[config.mk]
export PLATFORM = sky130hd
export DESIGN_NAME = usb_tx_pkt_seq
export DESIGN_NICKNAME = d
export VERILOG_FILES = /design/src/rtl/usb_tx_pkt_seq.sv
export SDC_FILE = /design/constraint.sdc
export NUM_CORES = 1
export LEC_CHECK = 0
export ABC_CLOCK_PERIOD_IN_PS = 2950
export CORE_UTILIZATION = 52
export CTS_CLUSTER_SIZE = 20
export DETAILED_ROUTE_END_ITERATION = 8
export HOLD_SLACK_MARGIN = 0.02
export PLACE_DENSITY = 0.8
export SLEW_MARGIN = 20
export SYNTH_ARGS = -nofsm -noshare
export SYNTH_HDL_FRONTEND = slang
export SYNTH_SLANG_ARGS = --single-unit
[constraint.sdc]
create_clock -name clk -period 2.95 [get_ports clk]
set_input_delay 0.295 -clock clk [delete_from_list [all_inputs] [get_ports clk]]
set_output_delay 0.295 -clock clk [all_outputs]
set_load 0.01 [all_outputs]
[src/rtl/usb_tx_pkt_seq.sv]
// USB transmit packet sequencer: emits SYNC, PID and body one bit per cycle, steering the
// external crc block through the body/CRC phases and finishing with EOP.
module usb_tx_pkt_seq #(
    parameter int unsigned EOP_LEN = 3
) (
    input  logic       clk,
    input  logic       rst,
    input  logic       start,
    input  logic [1:0] pkt_kind,
    input  logic [3:0] pid,
    input  logic [6:0] addr,
    input  logic [3:0] endp,
    input  logic [7:0] byte_in,
    input  logic       byte_valid,
    input  logic       byte_last,
    output logic       byte_ready,
    input  logic       stall,
    input  logic       crc_sending,
    output logic       crc_inb,
    output logic       crc_recving,
    output logic       crc_start,
    output logic       crc_pkttype,
    output logic       crc_clear,
    output logic       raw_bit,
    output logic       raw_valid,
    output logic       eop,
    output logic       busy,
    output logic       done,
    output logic       err_underrun
);

    localparam logic [1:0] KindToken = 2'd0;
    localparam logic [1:0] KindData  = 2'd1;
    localparam logic [1:0] KindHs    = 2'd2;

    typedef enum logic [2:0] {StIdle, StSync, StPid, StBody, StCrcWait, StAbort, StEop} state_t;

    state_t      state_q, state_d;
    logic [7:0]  cnt_q, cnt_d;
    logic [10:0] shreg_q, shreg_d;
    logic        last_q, last_d;
    logic [1:0]  kind_q, kind_d;
    logic [3:0]  pid_q, pid_d;
    logic [6:0]  addr_q, addr_d;
    logic [3:0]  endp_q, endp_d;

    always_ff @(posedge clk or posedge rst) begin
        if (rst) begin
            state_q <= StIdle;
            cnt_q   <= '0;
            shreg_q <= '0;
            last_q  <= 1'b0;
            kind_q  <= '0;
            pid_q   <= '0;
            addr_q  <= '0;
            endp_q  <= '0;
        end else begin
            state_q <= state_d;
            cnt_q   <= cnt_d;
            shreg_q <= shreg_d;
            last_q  <= last_d;
            kind_q  <= kind_d;
            pid_q   <= pid_d;
            addr_q  <= addr_d;
            endp_q  <= endp_d;
        end
    end

    always_comb begin
        state_d      = state_q;
        cnt_d        = cnt_q;
        shreg_d      = shreg_q;
        last_d       = last_q;
        kind_d       = kind_q;
        pid_d        = pid_q;
        addr_d       = addr_q;
        endp_d       = endp_q;
        byte_ready   = 1'b0;
        crc_inb      = 1'b0;
        crc_recving  = 1'b0;
        crc_start    = 1'b0;
        crc_pkttype  = 1'b0;
        crc_clear    = 1'b0;
        raw_bit      = 1'b0;
        raw_valid    = 1'b0;
        eop          = 1'b0;
        done         = 1'b0;
        err_underrun = 1'b0;
        busy         = (state_q != StIdle);

        unique case (state_q)
            StIdle: begin
                if (start && pkt_kind != 2'd3) begin
                    state_d = StSync;
                    cnt_d   = '0;
                    kind_d  = pkt_kind;
                    pid_d   = pid;
                    addr_d  = addr;
                    endp_d  = endp;
                end
            end
            StSync: begin
                raw_valid = 1'b1;
                raw_bit   = (cnt_q == 8'd7);
                if (!stall) begin
                    if (cnt_q == 8'd7) begin
                        state_d = StPid;
                        cnt_d   = '0;
                    end else begin
                        cnt_d = cnt_q + 8'd1;
                    end
                end
            end
            StPid: begin
                raw_valid = 1'b1;
                raw_bit   = cnt_q[2] ? ~pid_q[cnt_q[1:0]] : pid_q[cnt_q[1:0]];
                if (cnt_q == 8'd7 && kind_q != KindHs) begin
                    crc_start   = 1'b1;
                    crc_pkttype = (kind_q == KindData);
                end
                if (!stall) begin
                    if (cnt_q == 8'd7) begin
                        cnt_d = '0;
                        if (kind_q == KindToken) begin
                            shreg_d = {endp_q, addr_q};
                            state_d = StBody;
                        end else if (kind_q == KindData) begin
                            byte_ready = 1'b1;
                            if (byte_valid) begin
                                shreg_d = {3'b000, byte_in};
                                last_d  = byte_last;
                                state_d = StBody;
                            end else begin
                                err_underrun = 1'b1;
                                state_d      = StAbort;
                            end
                        end else begin
                            state_d = StEop;
                        end
                    end else begin
                        cnt_d = cnt_q + 8'd1;
                    end
                end
            end
            StBody: begin
                crc_recving = 1'b1;
                crc_inb     = shreg_q[0];
                if (!stall) begin
                    shreg_d = shreg_q >> 1;
                    cnt_d   = cnt_q + 8'd1;
                    if (kind_q == KindToken) begin
                        if (cnt_q == 8'd10) state_d = StCrcWait;
                    end else if (cnt_q == 8'd7) begin
                        cnt_d = '0;
                        if (last_q) begin
                            state_d = StCrcWait;
                        end else begin
                            byte_ready = 1'b1;
                            if (byte_valid) begin
                                shreg_d = {3'b000, byte_in};
                                last_d  = byte_last;
                            end else begin
                                err_underrun = 1'b1;
                                state_d      = StAbort;
                            end
                        end
                    end
                end
            end
            // crc block owns the line here; stall is handled inside it
            StCrcWait: begin
                if (!crc_sending) begin
                    state_d = StEop;
                    cnt_d   = '0;
                end
            end
            StAbort: begin
                crc_clear = 1'b1;
                state_d   = StEop;
                cnt_d     = '0;
            end
            StEop: begin
                eop = 1'b1;
                if (cnt_q == 8'(EOP_LEN - 1)) done = !stall;
                if (!stall) begin
                    if (cnt_q == 8'(EOP_LEN - 1)) state_d = StIdle;
                    else cnt_d = cnt_q + 8'd1;
                end
            end
            default: state_d = StIdle;
        endcase
    end

endmodule

=== Word-level counts from Yosys, hierarchy flattened ===
Cells that the tools add are included.

* Add/subtract/negate cells: 1
* $mul: 0
* Div/mod/pow operators: 0
* Magnitude comparators: 1
* Eq/ne operators: 33
* Shift operators: 0
* Mux-type cells: 83
* Bitwise operators: 1
* Reduce and logical (&&, ||, !) cells: 14

{| class="wikitable"
|+ Operators by type and width
! cell !! number
|-
| two-way mux 11 bit || 6
|-
| two-way mux 8 bit || 8
|-
| two-way mux 3 bit || 17
|-
| case mux 8 bit (6 select lines) || 1
|-
| two-way mux 1 bit || 40
|-
| two-way mux 10 bit || 4
|-
| inequality test 2 bit (second input constant) || 18
|-
| case mux 11 bit (2 select lines) || 1
|-
| case mux 3 bit (7 select lines) || 1
|-
| inequality test 3 bit (second input constant) || 4
|-
| AND reduction 12 bit || 1
|-
| == test 3 bit (second input constant) || 3
|-
| AND reduction 9 bit || 1
|-
| adder 8 x 1 -> 8 bit (second input constant) || 1
|-
| == test 8 x 2 -> 1 bit (second input constant) || 1
|-
| == test 8 x 3 -> 1 bit (second input constant) || 1
|-
| == test 8 x 4 -> 1 bit (second input constant) || 1
|-
| case mux 1 bit (2 select lines) || 4
|-
| AND reduction 7 bit || 1
|-
| == test 3 x 2 -> 1 bit (second input constant) || 2
|-
| AND reduction 6 bit || 1
|-
| nonzero test 6 bit || 1
|-
| inequality test 4 bit (second input constant) || 1
|-
| == test 3 x 1 -> 1 bit (second input constant) || 1
|-
| 12 further kinds || 13
|}

* Register bits: 40
* Bits in latches: 0
* RAM bits: 0
* Memory bits (read-only): 0
* Input port bits: 32
* Output and inout port bits: 12
* Logic and storage cells: 141
* Memories kept: 0

=== Depth between registers and ports, before layout ===
* Depth after elaboration: 6
* Mapped depth: 8

=== Least setup slack after synthesis ===
OpenSTA, ideal clock, no wires.

* Path kind: reg2out
* Start point: register cnt_q[4]
* End point: output port crc_start
* Arrival: 2080 ps
* Required time: 2655 ps
* Path slack: 575 ps
* Cell stages (with the launch flop): 5
* Buffers on the path: 1
* Path through: dfrtp_1 or4_4 buf_6 or2_2 a2111oi_0

* Word-level cells in the longest chain between the ends: 4

{| class="wikitable"
|+ RTL lines
! item !! line !! text
|-
| from (decl) || 39 || <nowiki>logic [7:0] cnt_q, cnt_d;</nowiki>
|-
| from (signal assigned) || 59 || <nowiki>cnt_q <= cnt_d;</nowiki>
|-
| == test 8 x 3 -> 1 bit || 117 || <nowiki>if (cnt_q == 8'd7 && kind_q != KindHs) begin</nowiki>
|-
| logical AND 1 bit || 117 ||
|-
| two-way mux 1 bit || 117 ||
|-
| two-way mux 1 bit || 91 || <nowiki>unique case (state_q)</nowiki>
|-
| to (decl) || 21 || <nowiki>output logic crc_start,</nowiki>
|}

Every way passes these cells.

=== Worst setup path in the final report ===
* Start point: register cnt_q[4]
* End point: output port crc_pkttype

* Word-level cells in the longest chain between the ends: 4

{| class="wikitable"
|+ RTL lines
! item !! line !! text
|-
| == test 8 x 3 -> 1 bit || 117 ||
|-
| logical AND 1 bit || 117 ||
|-
| two-way mux 1 bit || 117 ||
|-
| two-way mux 1 bit || 91 ||
|-
| to (decl) || 22 || <nowiki>output logic crc_pkttype,</nowiki>
|}

Every way passes these cells.

==> results.txt <==
----------------------------------------------------
[Die]
  Placement Rows ... 23
  Chip Width ... a little under 70 µm
  Die Span Y ... between 60 and 70 µm
  Placeable core region ... roughly 4100 µm²
  Full die area ... approximately 4700 µm²
  Num ports ... 44
  Initial Utilization ... 0.558

[Power and ir drop]
  Fraction of power consumed by combinational cells ... 0.232
  Internal power ... just over 0.0009 W
  Switching power total ... 0.000418 W
  Lkg Pwr ... about 1.3 nW
  Max VDD drop ... about 0.33 mV
  Proportion of total power due to net switching ... 0.312
  Power density over the cells ... around 470 nW/µm²
  Portion of total power attributed to sequential cells ... 0.512
  Total power after layout ... about 0.0013 W
  Clock Power Share ... 0.256

[Placed design]
  RD Place Congestion ... roughly 0.8
  Placed wire-length estimate after detailed placement ... roughly 3700 µm
  Placed Cells ... 329
  Total placed instance area ... between 2000 and 3000 µm²
  Total of buffers placed on input and output ports ... 43

[Detailed routing]
  Final antenna-violating net count ... 0
  Vias per inst ... 5.92
  First-pass detailed-route iteration total ... 4
  Overall routed net length ... ~5000 µm
  First DRT Iteration DRCs ... between 150 and 200
  Number of remaining DRC errors ... 0
  Average wire per standard cell ... 15.3 µm
  Vias ... 1990

[Critical path]
  Crit path DAT ... ~2.5 ns
  CP Max Fanout ... 5
  Data required, critical path ... 2.65 ns
  Critical Setup Path Class ... flop to primary output
  Cells on worst reg2reg path ... 6
  Setup slack, reg-to-reg ... approximately 0.45 ns
  Kind of start point of the critical path ... flop
  RR Startpoint ... cnt_q[4]
  Critical Path End Type ... primary output
  R2R Path End ... state_q[1]

[Synth]
  Distinct cells, synth ... just over 50
  Sequential element share of the synthesized area ... 0.433
  Syn Std Cell Area ... 2310 µm²
  Mapped Avg Cell Area ... between 9 and 10 µm²
  Share of flip-flops with an asynchronous set or reset after synthesis ... 1.00
  Number of flops mapped to enable cells by yosys ... 0
  Number of synthesized register bits ... 40
  Synthesized instance count ... 243
  Dominant register cell in the synthesized netlist ... sky130_fd_sc_hd__dfrtp_1
  Net count of the mapped netlist ... between 200 and 300
  Yosys warns ... 0

[Finish]
  Share of final-layout standard cells stronger than drive strength 1 ... 0.143
  Cell area after layout ... between 2000 and 3000 µm²
  Layout-stage area growth over the synthesis result ... 24.5%
  Most frequent standard cell in the layout excluding fill and tap cells ... sky130_fd_sc_hd__clkdlybuf4s50_1
  Non-filler instance count after layout ... ~340
  Count of fill cells added during filler insertion ... 351
  Leading cell types in the layout, fill and taps excluded ... sky130_fd_sc_hd__clkdlybuf4s50_1, sky130_fd_sc_hd__dfrtp_1, sky130_fd_sc_hd__nand2_1
  Number of nets at the end of the flow ... 320
  Total inserted antenna cells ... 0

[Timing]
  Worst slack on hold paths ... ~0.44 ns
  Fin. Hold Viols ... 0
  Setup clock skew after layout ... 0.00685 ns
  Sum of negative setup slack ... 0 ns
  Maximum achievable frequency ... 0.361 GHz
  Unrepaired setup endpoints after global routing ... false
  Slew headroom ... 0.567
  Number of failing setup endpoints in the final timing report ... 0
  Final clock period utilization by the worst path ... 0.940
  Worst-Margin Slew ... between 0.6 and 0.7 ns
  Count of final max-slew check failures ... 0
  Final Critical Period ... 2.77 ns

[GRT]
  Number of global-route vias before repair ... about 1800
  Wire length of the first global-routing pass ... a little over 8000 µm
  Grt total ovfl ... 0
  GR Util All Layers ... 0.246
  Pin count of the biggest net entering global routing ... 41
  Antenna violations before repair ... 0

[CTS]
  Cell at the root of the clock tree ... sky130_fd_sc_hd__clkbuf_8
  Number of buffers created by CTS ... 5
  Clock edge transition at the registers on the reported setup and hold paths ... roughly 0.07 ns
  TritonCTS clock tree ... done
  Number of levels the H-tree was split into ... 2
  Maximum clock path buffer count ... 2
  Insertion delay to the later sink of the worst-skew pair ... 0.29 ns
  Clock net sink count ... 40
  CTS hold repair buffers ... 0

[Status]
  Run status ... complete, no violations

[Min path]
  Min-Delay Path Class ... primary input to async pin

[Flow run]
  Max-Cap Viols ... 0

----------------------------------------------------
layer usage:
metal,share of wire,GRT usage,up-vias
met1,0.49,0.336,945
met3,0.038,0.0428,13
met2,0.45,0.371,51
met4,0.026,0.125,0
met5,0,0,-
li1,-,-,981
cell type report:
type	instances	area (µm²)	share of cell area
inverters	10	37.5	0.0130
clock buffers	6	72.6	0.0252
multi-input cells	179	1210	0.421
clock inverters	1	5.00	0.00174
well taps	50	62.6	0.0217
flip-flops and latches	40	1000	0.348
repair buffers	50	488	0.169
cell usage after synthesis (3+ instances only):
library cell / number / share of area
sky130_fd_sc_hd__inv_1: 10 / 0.016
sky130_fd_sc_hd__or3_1: 3 / 0.0081
sky130_fd_sc_hd__nand2b_1: 4 / 0.011
sky130_fd_sc_hd__dfrtp_1: 40 / 0.43
sky130_fd_sc_hd__o41ai_1: 5 / 0.019
sky130_fd_sc_hd__nor3_1: 3 / 0.0065
sky130_fd_sc_hd__o31ai_1: 12 / 0.039
sky130_fd_sc_hd__mux2_2: 17 / 0.083
sky130_fd_sc_hd__or4_1: 3 / 0.0097
sky130_fd_sc_hd__nand2_1: 28 / 0.045
sky130_fd_sc_hd__nor2_1: 15 / 0.024
sky130_fd_sc_hd__o22ai_1: 10 / 0.027
sky130_fd_sc_hd__and3_1: 4 / 0.011
sky130_fd_sc_hd__o21ai_0: 7 / 0.015
sky130_fd_sc_hd__nand3_1: 6 / 0.013
sky130_fd_sc_hd__nor2b_1: 6 / 0.016
sky130_fd_sc_hd__o211ai_1: 3 / 0.0097
sky130_fd_sc_hd__or2_2: 5 / 0.014
sky130_fd_sc_hd__o21ai_1: 4 / 0.0087
sky130_fd_sc_hd__clkbuf_1: 11 / 0.018
sky130_fd_sc_hd__and2_1: 3 / 0.0081
sky130_fd_sc_hd__a21oi_1: 8 / 0.017
state kept, by name, indices dropped and copies added (netlist names):
| name | cells |
|---|---|
| kind_q | 2 |
| last_q | 1 |
| endp_q | 4 |
| cnt_q | 8 |
| pid_q | 4 |
| addr_q | 7 |
| state_q | 3 |
| shreg_q | 11 |
through the flow:
step	setup slack (ns)	utilization
CTS	0.0583	0.694
global route	0.0992	0.695
finish	0.178	0.695
floorplan	0.575	-
detailed placement	0.389	0.675
global placement	0.424	0.675
what timing repair did:
item / in CTS / in global routing
setup buffers: 0 / 0
gates resized for setup: 0 / 2
endpoints found under the setup margin: 0 / 2
power groups by stage:
stage / registers [W] / logic, W / clock network (W)
final: 0.000687 / 0.000312 / 0.000343
after global routing: 0.000696 / 0.000351 / 0.000371
after global placement: 0.000691 / 0.000304 / 0
after CTS: 0.000685 / 0.000313 / 0.000353
after floorplan: 0.000658 / 0.000231 / 0
after detailed placement: 0.000696 / 0.000310 / 0
cell families after synthesis:
kind of cell               Yosys count  synth area share
buffers and inverters               24            0.0427
DFF                                 40             0.433
adders and majority gates            2            0.0108
AOI/OAI and AO/OA                   65             0.205
and+or+nand+nor                     91             0.204
muxes                               19            0.0969
xor gates and xnor gates             2           0.00758
critical path, cell delays in order, from the launching register on:
cell and delay (ns):
sky130_fd_sc_hd__dfrtp_1 0.42, sky130_fd_sc_hd__or4_4 0.55, sky130_fd_sc_hd__or2_2 0.35, sky130_fd_sc_hd__nor4_1 0.29, sky130_fd_sc_hd__clkdlybuf4s50_1 0.58
worst max-delay path by stage:
stage	start	depth (start not counted)	slack, ns	end
floorplan	cnt_q[4]	4	0.57	crc_start
global route	cnt_q[4]	6	0.1	byte_ready
global placement	cnt_q[4]	4	0.42	crc_start
detailed placement	cnt_q[4]	7	0.39	err_underrun
CTS	cnt_q[4]	7	0.06	err_underrun
finish	cnt_q[4]	4	0.18	crc_pkttype
No activity file was read; power rests on OpenSTA's default activity.
